**src/rtl/gate_pkg.sv**
```systemverilog
// Shared definitions for the gate-op scheduler: op codes, FSM states, defaults.
package gate_pkg;

   localparam int DEF_NREQ = 4;
   localparam int DEF_W    = 8;

   localparam logic [2:0] OP_AND  = 3'd0;
   localparam logic [2:0] OP_OR   = 3'd1;
   localparam logic [2:0] OP_NOT  = 3'd2;
   localparam logic [2:0] OP_NAND = 3'd3;
   localparam logic [2:0] OP_NOR  = 3'd4;
   localparam logic [2:0] OP_XOR  = 3'd5;
   localparam logic [2:0] OP_XNOR = 3'd6;
   localparam logic [2:0] OP_RSVD = 3'd7;

   typedef enum logic [1:0] {
      S_IDLE = 2'd0,
      S_EXEC = 2'd1,
      S_HOLD = 2'd2
   } state_t;

endpackage

```
**src/rtl/gate_alu.sv**
```systemverilog
// Combinational bitwise gate unit; reserved op yields zero with err set.
module gate_alu
   import gate_pkg::*;
#(
   parameter int W = DEF_W
) (
   input  logic [2:0]   op,
   input  logic [W-1:0] a,
   input  logic [W-1:0] b,
   output logic [W-1:0] y,
   output logic         err
);

   always_comb begin
      y   = '0;
      err = 1'b0;
      case (op)
         OP_AND:  y = a & b;
         OP_OR:   y = a | b;
         OP_NOT:  y = ~a;
         OP_NAND: y = ~(a & b);
         OP_NOR:  y = ~(a | b);
         OP_XOR:  y = a ^ b;
         OP_XNOR: y = ~(a ^ b);
         default: err = 1'b1;
      endcase
   end

endmodule

```
**src/rtl/gate_op_scheduler.sv**
```systemverilog
// Round-robin scheduler sharing one gate_alu among NREQ requesters.
// One transaction in flight: IDLE (arbitrate) -> EXEC (compute) -> HOLD (deliver).
module gate_op_scheduler
   import gate_pkg::*;
#(
   parameter  int NREQ = DEF_NREQ,
   parameter  int W    = DEF_W,
   localparam int IDW  = (NREQ > 1) ? $clog2(NREQ) : 1
) (
   input  logic              clk,
   input  logic              rst,
   input  logic [NREQ-1:0]   req,
   input  logic [3*NREQ-1:0] op_in,
   input  logic [W*NREQ-1:0] a_in,
   input  logic [W*NREQ-1:0] b_in,
   output logic [NREQ-1:0]   gnt,
   output logic              res_valid,
   input  logic              res_ready,
   output logic [IDW-1:0]    res_id,
   output logic [W-1:0]      res_data,
   output logic              res_err
);

   state_t         state;
   logic [IDW-1:0] ptr;
   logic [IDW-1:0] win;
   logic [IDW-1:0] cand;
   logic           found;
   logic [2:0]     op_q;
   logic [W-1:0]   a_q;
   logic [W-1:0]   b_q;
   logic [W-1:0]   alu_y;
   logic           alu_err;

   // First requesting index at or after ptr, wrapping around.
   always_comb begin
      found = 1'b0;
      win   = '0;
      cand  = '0;
      for (int k = 0; k < NREQ; k++) begin
         cand = IDW'((int'(ptr) + k) % NREQ);
         if (!found && req[cand]) begin
            found = 1'b1;
            win   = cand;
         end
      end
   end

   always_ff @(posedge clk or posedge rst) begin
      if (rst) begin
         state     <= S_IDLE;
         ptr       <= '0;
         gnt       <= '0;
         res_valid <= 1'b0;
         res_id    <= '0;
         res_data  <= '0;
         res_err   <= 1'b0;
      end else begin
         gnt <= '0;
         case (state)
            S_IDLE: begin
               if (found) begin
                  gnt    <= NREQ'(1) << win;
                  res_id <= win;
                  ptr    <= (win == IDW'(NREQ - 1)) ? '0 : win + IDW'(1);
                  state  <= S_EXEC;
               end
            end
            S_EXEC: begin
               res_data  <= alu_y;
               res_err   <= alu_err;
               res_valid <= 1'b1;
               state     <= S_HOLD;
            end
            S_HOLD: begin
               if (res_ready) begin
                  res_valid <= 1'b0;
                  state     <= S_IDLE;
               end
            end
            default: state <= S_IDLE;
         endcase
      end
   end

   // Operand capture is pure data; it is only ever consumed in EXEC after a grant.
   always_ff @(posedge clk) begin
      if (state == S_IDLE && found) begin
         op_q <= op_in[3*win +: 3];
         a_q  <= a_in[W*win +: W];
         b_q  <= b_in[W*win +: W];
      end
   end

   gate_alu #(.W(W)) u_alu (
      .op  (op_q),
      .a   (a_q),
      .b   (b_q),
      .y   (alu_y),
      .err (alu_err)
   );

endmodule

```
**config.mk**
```make
export PLATFORM = sky130hd
export DESIGN_NAME = gate_op_scheduler
export DESIGN_NICKNAME = d
export VERILOG_FILES = /design/src/rtl/gate_pkg.sv /design/src/rtl/gate_alu.sv /design/src/rtl/gate_op_scheduler.sv
export SDC_FILE = /design/constraint.sdc
export NUM_CORES = 1
export LEC_CHECK = 0
export ABC_AREA = 1
export BUFFER_PORTS_ARGS = -buffer_cell sky130_fd_sc_hd__buf_2
export CAP_MARGIN = 20
export CORE_MARGIN = 5
export CORE_UTILIZATION = 35
export CTS_BUF_LIST = sky130_fd_sc_hd__clkbuf_8
export CTS_CLUSTER_DIAMETER = 60
export DETAILED_ROUTE_END_ITERATION = 10
export GPL_ROUTABILITY_DRIVEN = 0
export PLACE_DENSITY = 0.65
export SYNTH_ARGS = -nofsm -noshare
export SYNTH_HDL_FRONTEND = slang
export SYNTH_SLANG_ARGS = --single-unit
```
**constraint.sdc**
```tcl
create_clock -name clk -period 2.76 [get_ports clk]
set_input_delay 0.138 -clock clk [delete_from_list [all_inputs] [get_ports clk]]
set_output_delay 0.138 -clock clk [all_outputs]
set_load 0.005 [all_outputs]
```
## Word level (Yosys, flattened, before mapping)

Index checks and enable logic that the tools add are counted.

| cells by class | value |
|---|---|
| add/subtract/negate cells | 4 |
| $mul | 1 |
| $lt $le $gt $ge | 4 |
| equal/unequal tests | 11 |
| shift operators | 4 |
| mux-type cells | 26 |
| bitwise operators | 7 |
| reduce and logical (&&, ||, !) cells | 14 |

Operators with widths:

| cell | count |
|---|---|
| variable part select 32 x 6 -> 8 bit | 2 |
| case mux 8 bit (7 select lines) | 1 |
| inverter 8 bit | 4 |
| 2-to-1 mux 2 bit | 7 |
| less-than comparator 2 x 3 -> 1 bit (second input constant) | 4 |
| variable part select 12 x 5 -> 3 bit | 1 |
| 2-to-1 mux 1 bit | 10 |
| == test 3 bit (second input constant) | 3 |
| bitwise AND 8 bit | 1 |
| binary-select mux 1 bit (select 2 bit) | 4 |
| 2-to-1 mux 4 bit | 2 |
| OR 8 bit | 1 |
| XOR 8 bit | 1 |
| OR reduction 7 bit | 1 |
| == test 3 x 2 -> 1 bit (second input constant) | 2 |
| case mux 2 bit (3 select lines) | 1 |
| AND reduction 2 bit | 3 |
| adder 2 x 1 -> 2 bit (second input constant) | 2 |
| adder 2 bit (second input constant) | 2 |
| == test 2 bit (second input constant) | 2 |
| logical AND 1 bit | 4 |
| multiplier 2 x 2 -> 4 bit (first input constant) | 1 |
| != test 2 bit (second input constant) | 2 |
| left shift 1 x 2 -> 4 bit (first input constant) | 1 |
| other kinds (7) | 9 |

| word-level totals | value |
|---|---|
| flip-flop bits (word level) | 39 |
| bits of input ports | 83 |
| output and inout port bits | 16 |
| word-level logic and storage cells | 81 |

## Logic depth before layout (Yosys ltp)

Gate-level depths: netlist of run 1.

| logic depth | value |
|---|---|
| depth in word-level cells | 15 |
| gate-level depth with buffers | 15 |
| mapped depth without buffers | 13 |

## Hierarchy

Synthesis of run 1 repeated with hierarchy kept, for this count alone.

| second synthesis, totals | value |
|---|---|
| cells, all modules | 543 |
| area total of the unflattened synthesis | 3502.1 um2 |

Modules (own cells, without submodules):

| module | instances | cells an instance | area each (um2) | seq. area each (um2) |
|---|---|---|---|---|
| gate_op_scheduler | 1 | 371 | 2611.3 | 1071.0 |
| gate_alu | 1 | 172 | 890.9 | 0.0 |

## Least setup slack after synthesis of run 1

No wires, ideal clock.

| timing path | value |
|---|---|
| path kind | register -> register |
| start point | register ptr[0] |
| end point | register res_id[0] |
| library setup time | 0.119 ns |
| data arrival time | 1.835 ns |
| required time | 2.641 ns |
| slack | 0.806 ns |
| stages on the path, launching flop included | 13 |
| path buffers | 1 |
| clock period less this slack | 1.954 ns |
| cells stage by stage | dfrtp_1 buf_6 inv_6 nand2_1 nand2_1 nand2_1 nand2_1 nor2_4 nand3_2 nand2_1 inv_1 nand2_1 o21a_1 |

| on the way | value |
|---|---|
| longest elaborated chain between the ends | 13 |
| elaborated cells on any way between the ends | 26 |
| classes of those cells | add/sub (3); mux (16); reduce/logical (7) |

RTL lines:

| what | line | text |
|---|---|---|
| from (decl) | gate_op_scheduler.sv:25 | `logic [IDW-1:0] ptr;` |
| from (signal assigned) | gate_op_scheduler.sv:65 | `ptr <= (win == IDW'(NREQ - 1)) ? '0 : win + IDW'(1);` |
| branches (longest 13 deep; another with adder 2 x 1 -> 2 bit) | -- |  |
| to (signal assigned) | gate_op_scheduler.sv:64 | `res_id <= win;` |
| to (decl) | gate_op_scheduler.sv:19 | `output logic [IDW-1:0] res_id,` |

Parallel ways; which one is timed is not known. The select of a mux whose other input is x is not followed.
A chain may end at the register's enable or synchronous reset.

## Final worst setup path of run 1

| timing path | value |
|---|---|
| start point | register ptr[0] |
| end point | register op_q[1], data pin |

| on the way | value |
|---|---|
| longest elaborated chain between the ends | 14 |
| elaborated cells on any way between the ends | 26 |
| classes of those cells | add/sub (3); mul (1); shift (1); mux (15); reduce/logical (6) |

RTL lines:

| what | line | text |
|---|---|---|
| branches (longest 11 deep; another with adder 2 x 1 -> 2 bit) | -- |  |
| 2-to-1 mux 2 bit (*) | gate_op_scheduler.sv:42 | `if (!found && req[cand]) begin` |
| multiplier 2 x 2 -> 4 bit (*) | gate_op_scheduler.sv:89 | `op_q <= op_in[3*win +: 3];` |
| variable part select 12 x 5 -> 3 bit (*) | gate_op_scheduler.sv:89 |  |
| to (signal assigned) | gate_op_scheduler.sv:89 |  |
| to (decl) | gate_op_scheduler.sv:29 | `logic [2:0] op_q;` |

Every way passes the cells marked *. The select of a mux whose other input is x is not followed.

==> results of run 1 <==
Yosys cell counts (2+ instances only):
master / instances
buf_2: 7
buf_4: 5
buf_6: 7
clkbuf_1: 2
dfrtp_1: 20
edfxtp_1: 19
ha_1: 17
inv_1: 82
inv_2: 5
nand2_1: 170
nand3_1: 27
nand3_2: 4
nand4_1: 38
nor2_1: 11
nor3_1: 6
o2111ai_1: 3
o21ai_0: 28
o221ai_1: 2
o22ai_1: 7
critical path, stage by stage (launching register included):
cell,delay [ns]
dfrtp_1,0.61
inv_6,0.08
nand2_1,0.09
nand2_1,0.09
nand2_1,0.07
nand2_1,0.09
nor2_4,0.12
nand3_2,0.26
nand3_2,0.39
buf_12,0.21
nand2_1,0.08
nand3_1,0.07
nand2_1,0.10
metrics by stage:
stage / utilization / setup slack [ns] / power (uW) / std cells
floorplan: - / 0.806 / 4170 / 468
global placement: 0.421 / 0.417 / 4850 / 659
detailed placement: 0.421 / 0.314 / 4960 / 659
CTS: 0.434 / 0.281 / 5470 / 667
global route: 0.434 / 0.00734 / 6110 / 667
finish: 0.434 / 0.228 / 5480 / 667
power by group through the flow:
stage / logic [uW] / registers [uW] / clock network, uW
after detailed placement: 3640 / 1320 / 0
after CTS: 3660 / 1310 / 504
after global routing: 4240 / 1350 / 525
after floorplan: 2910 / 1260 / 0
after global placement: 3530 / 1320 / 0
final: 3680 / 1310 / 490
final cells by class:
cell class / count / area, um2
clock inverter: 3 / 43.8
tap: 108 / 135
inverter: 88 / 335
clock buffer: 5 / 68.8
timing repair buffer: 104 / 548
fill: 916 / 4980
multi-input combinational: 320 / 1620
sequential: 39 / 1070
registers in the layout, indices dropped and copies added, names as in the netlist:
register	count
a_q	8
b_q	8
gnt	4
op_q	3
ptr	2
res_data	8
res_err	1
res_id	2
res_valid	1
state	2
metal layers:
| metal | track usage | vias to the layer above |
|---|---|---|
| met1 | 0.225 | 1498 |
| met4 | 0.0450 | 0 |
| met3 | 0.0257 | 11 |
| met5 | 0 | - |
| li1 | - | 1688 |
| met2 | 0.250 | 134 |
path summary, 6_finish.rpt:
| kind | end | depth (start not counted) | slack, ns |
|---|---|---|---|
| worst max-delay path | op_q[1] | 12 | 0.23 |
| max in group asynchronous | gnt[1] | 2 | 2.29 |
| worst min register to register | res_data[2] | 2 | 0.48 |
| min in group clk | state[1] | 2 | 0.05 |
| worst max register to register | op_q[1] | 12 | 0.23 |
| worst min-delay path | gnt[2] | 2 | -0.02 |
cells by family after synthesis:
group	count (synthesis)	synth area share
AOI/OAI and AO/OA	44	0.0798
adders and majority gates	17	0.0668
and+or+nand+nor	259	0.362
DFF	39	0.336
buffers and inverters	109	0.155
==> flow_metrics.py, run 1 <==
metrics = {
    "outcome": {
        "outcome": "finished, violations left",
        "violations": "negative hold slack",
    },
    "critical_path": {
        "crit_type": "flip-flop to flip-flop",
        "cp-end-kind": "flip-flop",
        "crit_fanout": 26,
        "cp.required_ns": 2.79,
        "reg2reg_from": "ptr[0]",
        "critPathLaunch": "ptr[0]",
        "critPathArrivalTime_ns": 2.56,
        "critPathLaunchType": "flip-flop",
    },
    "timing": {
        "max_freq_ghz": 0.395,
        "setup_viol": 0,
        "holdWs_ns": -0.0230,
        "tightest_slew_ns": 0.863,
        "fin_tns_setup_ns": 0,
        "rsz0062_at_grt": "false",
        "fin_skew_ns": 0.0104,
        "finalHoldViolCount": 20,
        "slew_headroom": 0.420,
        "period_minus_slack_ns": 2.53,
        "drv_slew": 0,
        "post-route-period-util": 0.917,
    },
    "yosys": {
        "ys_async_sr_fraction": 0.513,
        "synth_largest_area_cell": "nand2_1",
        "synth_edf_count": 19,
        "synth_cells": 468,
        "synth_area_leaders": "nand2_1 20%, edfxtp_1 18%, dfrtp_1 16%, inv_1 9.7%, nand4_1 7.5%",
        "synth_flop_cell": "dfrtp_1",
        "yosys_register_bits": 39,
        "synth_nets": 568,
        "netlist.area_leader.share": 0.200,
        "syn_area_mm2": 0.00318,
        "netlist-cell-type-count": 27,
        "avgSynthCellArea_um2": 6.80,
        "yosysSeqAreaShare": 0.336,
        "yosys_warnings": 0,
    },
    "global_routing": {
        "overflow": 0,
        "track_usage": 0.159,
        "grt_start_max_net_pins": 40,
        "grt_antenna_before_repair": 0,
        "grt_pass1_wl_mm": 14.8,
        "first_global_vias": 3247,
    },
    "clocking": {
        "cts_resized": 0,
        "numCtsBuffers": 5,
        "cts.sinks": 39,
        "cts_buffer_depth": 2,
        "htree_num_levels": 2,
        "clk_pin_slew_ns": 0.09,
        "cts_tree": "done",
        "cts_root_buffer": "clkbuf_8",
        "clk_latency_ns": 0.30,
        "holdBufCountCts": 0,
        "post-cts-setup-buffers": 0,
    },
    "power_and_ir_drop": {
        "total_leakage_power_uw": 0.00221,
        "power_density_mw_per_mm2": 1430,
        "switching_share": 0.520,
        "ir_drop_uv": 659,
        "p_seq_frac": 0.240,
        "netSwitchingPower_uw": 2850,
        "p_int_uw": 2630,
        "clock_power_share": 0.089,
        "share_comb_of_total_power": 0.671,
    },
    "place": {
        "dp_hpwl_mm": 6.79,
        "io_buffers": 98,
        "place_area_mm2": 0.00371,
    },
    "finish": {
        "fin_area_mm2": 0.00382,
        "area_growth_pct": 20.0,
        "drive_above_1_share": 0.224,
        "final_common_cell": "nand2_1",
        "num_antenna_cells": 0,
        "layout_common_cells": "170 x nand2_1, 98 x buf_2, 82 x inv_1",
        "layout.nets": 658,
    },
    "routing": {
        "drtAntennaViolNets": 0,
        "drtIter0Drc": 184,
        "top_layer": "met4",
        "wirelength_mm": 8.78,
        "wire_per_inst_um": 13.2,
        "drt_first_pass_iters": 5,
        "route.met3.wl_um": 647,
        "drt-met1-wl_mm": 4.04,
        "via_count": 3331,
        "viasPerCell": 4.99,
        "met2RoutedLength_mm": 3.98,
        "route.detailed.drc": 0,
    },
    "die": {
        "rows": 34,
        "die_h_um": 105,
        "core_area_mm2": 0.00881,
        "dieArea_mm2": 0.0111,
        "start_util": 0.362,
        "io_pins": 99,
        "dieWidth_um": 105,
    },
    "flow_run": {
        "max-cap-violations": 0,
    },
    "min_path": {
        "hp-class": "input port to asynchronous set/reset pin",
    },
}
Power figures use the tool's default switching activity.
==> inputs of run 2 (changes only) <==
--- a/config.mk
+++ b/config.mk
@@ -15,6 +15,7 @@
 export DETAILED_ROUTE_END_ITERATION = 10
 export GPL_ROUTABILITY_DRIVEN = 0
 export PLACE_DENSITY = 0.65
+export RECOVER_POWER = 100
 export SYNTH_ARGS = -nofsm -noshare
 export SYNTH_HDL_FRONTEND = slang
 export SYNTH_SLANG_ARGS = --single-unit
==> run 2 against run 1 <==
- the flow still finishes with violations (negative hold slack)
- global-route usage stayed put
- critical path depth stayed put
- via count hardly changed
- core utilization is 0.18 points lower
- flip-flop and latch count stayed put
- die area stayed put
- combinational power hardly changed
- cell area is 0.43% lower
==> flow_metrics.py, run 2 (synthesized netlist as in run 1, its figures left out) <==
metrics = {
    "place": {
        "place_area_mm2": 0.00371,
        "placed_cells": 659,
        "io_buffers": 98,
        "dp_hpwl_mm": 6.79,
    },
    "clocking": {
        "clk_latency_ns": 0.30,
        "cts_resized": 0,
        "cts.sinks": 39,
        "clk_pin_slew_ns": 0.09,
        "numCtsBuffers": 5,
        "post-cts-setup-buffers": 0,
        "holdBufCountCts": 0,
        "cts_tree": "done",
        "htree_num_levels": 2,
        "cts_buffer_depth": 2,
        "cts_root_buffer": "clkbuf_8",
    },
    "routing": {
        "via_count": 3332,
        "drtAntennaViolNets": 0,
        "drtIter0Drc": 188,
        "viasPerCell": 5.00,
        "wire_per_inst_um": 13.2,
        "wirelength_mm": 8.82,
        "route.detailed.drc": 0,
        "drt_first_pass_iters": 6,
    },
    "global_routing": {
        "grt_start_max_net_pins": 40,
        "first_global_vias": 3247,
        "track_usage": 0.159,
        "grt-busiest-layer": "met2",
        "grt_util_met1": 0.225,
        "grt_antenna_before_repair": 0,
        "overflow": 0,
        "grt_pass1_wl_mm": 14.8,
        "grt_use_met3": 0.0257,
        "use_met2": 0.250,
    },
    "finish": {
        "layout_common_cells": "170 x nand2_1, 88 x buf_2, 82 x inv_1",
        "num_antenna_cells": 0,
        "area_growth_pct": 19.5,
        "fill_cells": 915,
        "finalNonFillerCells": 667,
        "final_common_cell": "nand2_1",
        "final_core_util": 0.432,
        "fin_area_mm2": 0.00380,
        "layout.nets": 658,
        "drive_above_1_share": 0.204,
        "reg.largest.list": "a_q: 8 flops, b_q: 8 flops, res_data: 8 flops",
    },
    "die": {
        "dieWidth_um": 105,
        "rows": 34,
        "dieArea_mm2": 0.0111,
        "die_h_um": 105,
        "start_util": 0.362,
        "core_area_mm2": 0.00881,
        "io_pins": 99,
    },
    "flow_run": {
        "max-cap-violations": 0,
    },
    "timing": {
        "post-route-period-util": 0.926,
        "finalHoldViolCount": 20,
        "rsz0062_at_grt": "false",
        "tightest_slew_ns": 0.854,
        "fin_tns_setup_ns": 0,
        "max_freq_ghz": 0.391,
        "slew_headroom": 0.426,
        "setup_viol": 0,
        "holdWs_ns": -0.0299,
        "period_minus_slack_ns": 2.56,
        "drv_slew": 0,
        "fin_skew_ns": 0.0123,
    },
    "critical_path": {
        "cp.required_ns": 2.80,
        "crit_type": "flip-flop to flip-flop",
        "crit_fanout": 26,
        "critPathLaunchType": "flip-flop",
        "cp-end-kind": "flip-flop",
        "critPathArrivalTime_ns": 2.59,
    },
    "outcome": {
        "violations": "negative hold slack",
        "outcome": "finished, violations left",
    },
    "power_and_ir_drop": {
        "power_density_mw_per_mm2": 1440,
        "total_leakage_power_uw": 0.00217,
        "ir_drop_uv": 661,
    },
    "min_path": {
        "hp-class": "input port to asynchronous set/reset pin",
    },
}
==> run 2: worst max-delay path: stages (launching register included) <==
cell	delay, ns
dfrtp_1	0.62
inv_6	0.08
nand2_1	0.09
nand2_1	0.09
nand2_1	0.08
nand2_1	0.09
nor2_4	0.12
nand3_2	0.26
nand3_2	0.39
buf_12	0.22
nand2_1	0.07
nand3_1	0.06
nand2_1	0.10
==> run 2: metrics by stage <==
stage | total power (uW) | hold slack [ns] | worst slack, ns
after floorplan | 4170 | 0.102 | 0.806
after global placement | 4850 | 0.321 | 0.417
after detailed placement | 4960 | 0.333 | 0.314
after CTS | 5470 | 0.00449 | 0.281
after global routing | 6090 | 0.0689 | 0.00734
final | 5470 | -0.0299 | 0.205
==> run 2: report_power, final <==
group          switching, uW  internal (uW)  leakage, uW
clock network            226            270    0.0000581
logic                   2410           1240      0.00168
registers                216           1100     0.000434
total                   2860           2610      0.00217
==> run 2: area by class of cell <==
class | count | area, um2 | area share
Tap cell | 108 | 135 | 0.0355
Sequential cell | 39 | 1070 | 0.281
Clock buffer | 5 | 68.8 | 0.0181
Inverter | 88 | 335 | 0.0881
Clock inverter | 3 | 43.8 | 0.0115
Timing Repair Buffer | 104 | 532 | 0.140
Multi-Input combinational cell | 320 | 1620 | 0.426
==> run 2: worst paths after layout <==
check                      slack, ns  depth (start not counted)        start           to
max in group asynchronous       2.29                          2          rst       gnt[0]
max reg2reg                     0.20                         12       ptr[0]      op_q[1]
min                            -0.03                          2          rst       gnt[2]
max                             0.20                         12       ptr[0]      op_q[1]
min reg2reg                     0.49                          2  res_data[7]  res_data[7]
min in group clk                0.06                          2    res_ready     state[1]
==> run 2: per-layer routing <==
metal | vias to the layer above | share of wire
li1 | 1688 | -
met1 | 1495 | 0.46
met2 | 138 | 0.45
met3 | 11 | 0.078
met4 | 0 | 0.012
met5 | - | 0
==> inputs of run 3 (changes only) <==
--- a/config.mk
+++ b/config.mk
@@ -8,7 +8,6 @@
 export ABC_AREA = 1
 export BUFFER_PORTS_ARGS = -buffer_cell sky130_fd_sc_hd__buf_2
 export CAP_MARGIN = 20
-export CORE_MARGIN = 5
 export CORE_UTILIZATION = 35
 export CTS_BUF_LIST = sky130_fd_sc_hd__clkbuf_8
 export CTS_CLUSTER_DIAMETER = 60
==> run 3 against run 2 <==
- cell area barely moved
- core utilization rose by 0.20 points
- critical endpoint is now b_q[0]
- sequential power barely moved
- fmax rose by 3.4%
- the flow still finishes with violations (negative hold slack)
==> flow_metrics.py, run 3 (synthesized netlist as in run 1, its figures left out) <==
metrics = {
    "critical_path": {
        "cp.required_ns": 2.70,
        "crit_type": "flip-flop to flip-flop",
        "crit_top_cell": "nand2_1",
        "reg2reg_from": "ptr[0]",
        "cp.depth": 9,
        "crit_slowest_cell": "dfrtp_1",
        "critPathArrivalTime_ns": 2.41,
        "timing.rr.end": "b_q[0]",
        "cp-end-kind": "flip-flop",
        "crit_fanout": 19,
        "r2r_slack_ns": 0.29,
        "crit_family": "buffers and inverters",
        "slowest_delay_ns": 0.57,
        "path_buf_inv": 4,
        "critPathLaunchType": "flip-flop",
        "path_cells": "inv_6 -> nand2_1 -> nand3_1 -> nand2_1 -> inv_1 -> nand3_2 -> nand2_1 -> inv_1 -> clkbuf_2",
        "reg2reg_depth": 9,
    },
    "timing": {
        "slew_headroom": 0.416,
        "drv_slew": 0,
        "rsz0062_at_grt": "false",
        "finalHoldViolCount": 20,
        "tightest_slew_ns": 0.870,
        "period_minus_slack_ns": 2.47,
        "fin_skew_ns": 0.00945,
        "fin_tns_setup_ns": 0,
        "post-route-period-util": 0.896,
        "holdWs_ns": -0.0223,
        "max_freq_ghz": 0.405,
        "setup_viol": 0,
    },
    "clocking": {
        "cts_resized": 0,
        "cts_tree": "done",
        "cts.sinks": 39,
        "numCtsBuffers": 5,
        "holdBufCountCts": 0,
        "cts_buffer_depth": 2,
        "cts_root_buffer": "clkbuf_8",
        "clk_pin_slew_ns": 0.08,
        "post-cts-setup-buffers": 0,
        "htree_num_levels": 2,
        "clk_latency_ns": 0.30,
    },
    "finish": {
        "area_growth_pct": 19.4,
        "drive_above_1_share": 0.211,
        "num_antenna_cells": 0,
        "layout_common_cells": "170 x nand2_1, 92 x buf_2, 82 x inv_1",
        "final_common_cell": "nand2_1",
        "reg.largest.list": "a_q: 8 flops, b_q: 8 flops, res_data: 8 flops",
        "final_core_util": 0.434,
        "layout.nets": 658,
    },
    "outcome": {
        "outcome": "finished, violations left",
        "violations": "negative hold slack",
    },
    "power_and_ir_drop": {
        "switching_share": 0.516,
        "power_density_mw_per_mm2": 1410,
        "clock_power_share": 0.092,
        "ir_drop_uv": 718,
        "total_leakage_power_uw": 0.00219,
        "share_comb_of_total_power": 0.661,
        "p_int_uw": 2600,
        "netSwitchingPower_uw": 2760,
        "p_seq_frac": 0.246,
    },
    "routing": {
        "drt_first_pass_iters": 4,
        "wire_per_inst_um": 12.2,
        "viasPerCell": 4.88,
        "route.detailed.drc": 0,
        "drtIter0Drc": 200,
        "via_count": 3255,
        "drtAntennaViolNets": 0,
        "wirelength_mm": 8.14,
    },
    "place": {
        "dp_hpwl_mm": 6.37,
        "io_buffers": 98,
    },
    "flow_run": {
        "max-cap-violations": 0,
    },
    "die": {
        "start_util": 0.363,
        "dieWidth_um": 97.4,
        "dieArea_mm2": 0.00948,
        "die_h_um": 97.4,
        "io_pins": 99,
        "rows": 34,
        "core_area_mm2": 0.00876,
    },
    "global_routing": {
        "grt_start_max_net_pins": 40,
        "grt_pass1_wl_mm": 13.3,
        "track_usage": 0.169,
        "grt_antenna_before_repair": 0,
        "overflow": 0,
        "first_global_vias": 3043,
    },
    "min_path": {
        "hp-class": "input port to asynchronous set/reset pin",
    },
}
==> run 3: final cells by class <==
type / count / area [um2]
inverter: 88 / 335
fill: 919 / 4960
clock buffer: 6 / 82.6
tap: 108 / 135
clock inverter: 2 / 35.0
multi-input combinational: 320 / 1620
timing repair buffer: 104 / 526
sequential: 39 / 1070
==> run 3: routing by layer <==
| metal | vias to the layer above | routed length [um] | global-route usage | part of all wire |
|---|---|---|---|---|
| met2 | 118 | 3710 | 0.279 | 0.46 |
| met5 | - | 0 | 0 | 0 |
| met1 | 1439 | 3910 | 0.230 | 0.48 |
| met3 | 9 | 449 | 0.0281 | 0.055 |
| met4 | 0 | 66 | 0.0441 | 0.0081 |
| li1 | 1689 | - | - | - |
==> run 3: worst max path at each step <==
| stage | start | endpoint |
|---|---|---|
| 2_1_floorplan | ptr[0] | res_id[0] |
| 3_3_place_gp | ptr[0] | op_q[2] |
| 3_5_place_dp | ptr[0] | op_q[2] |
| 4_1_cts | ptr[0] | op_q[2] |
| 5_1_grt | ptr[0] | b_q[1] |
| 6_report | ptr[0] | b_q[0] |
==> run 3: stage by stage <==
step / instances / hold WS [ns] / power (uW) / area (um2) / worst slack [ns]
finish: 667 / -0.0223 / 5360 / 3800 / 0.288
global route: 667 / 0.0511 / 5960 / 3800 / 0.0841
CTS: 667 / 0.0103 / 5370 / 3810 / 0.370
detailed placement: 659 / 0.337 / 4850 / 3700 / 0.379
global placement: 659 / 0.337 / 4770 / 3700 / 0.471
floorplan: 468 / 0.102 / 4170 / 3180 / 0.806
==> run 3: power by group through the flow <==
stage	sequential (uW)	clock, uW	combinational, uW
after floorplan	1260	0	2910
after global placement	1320	0	3450
after detailed placement	1330	0	3520
after CTS	1320	510	3540
after global routing	1360	534	4070
final	1320	495	3550
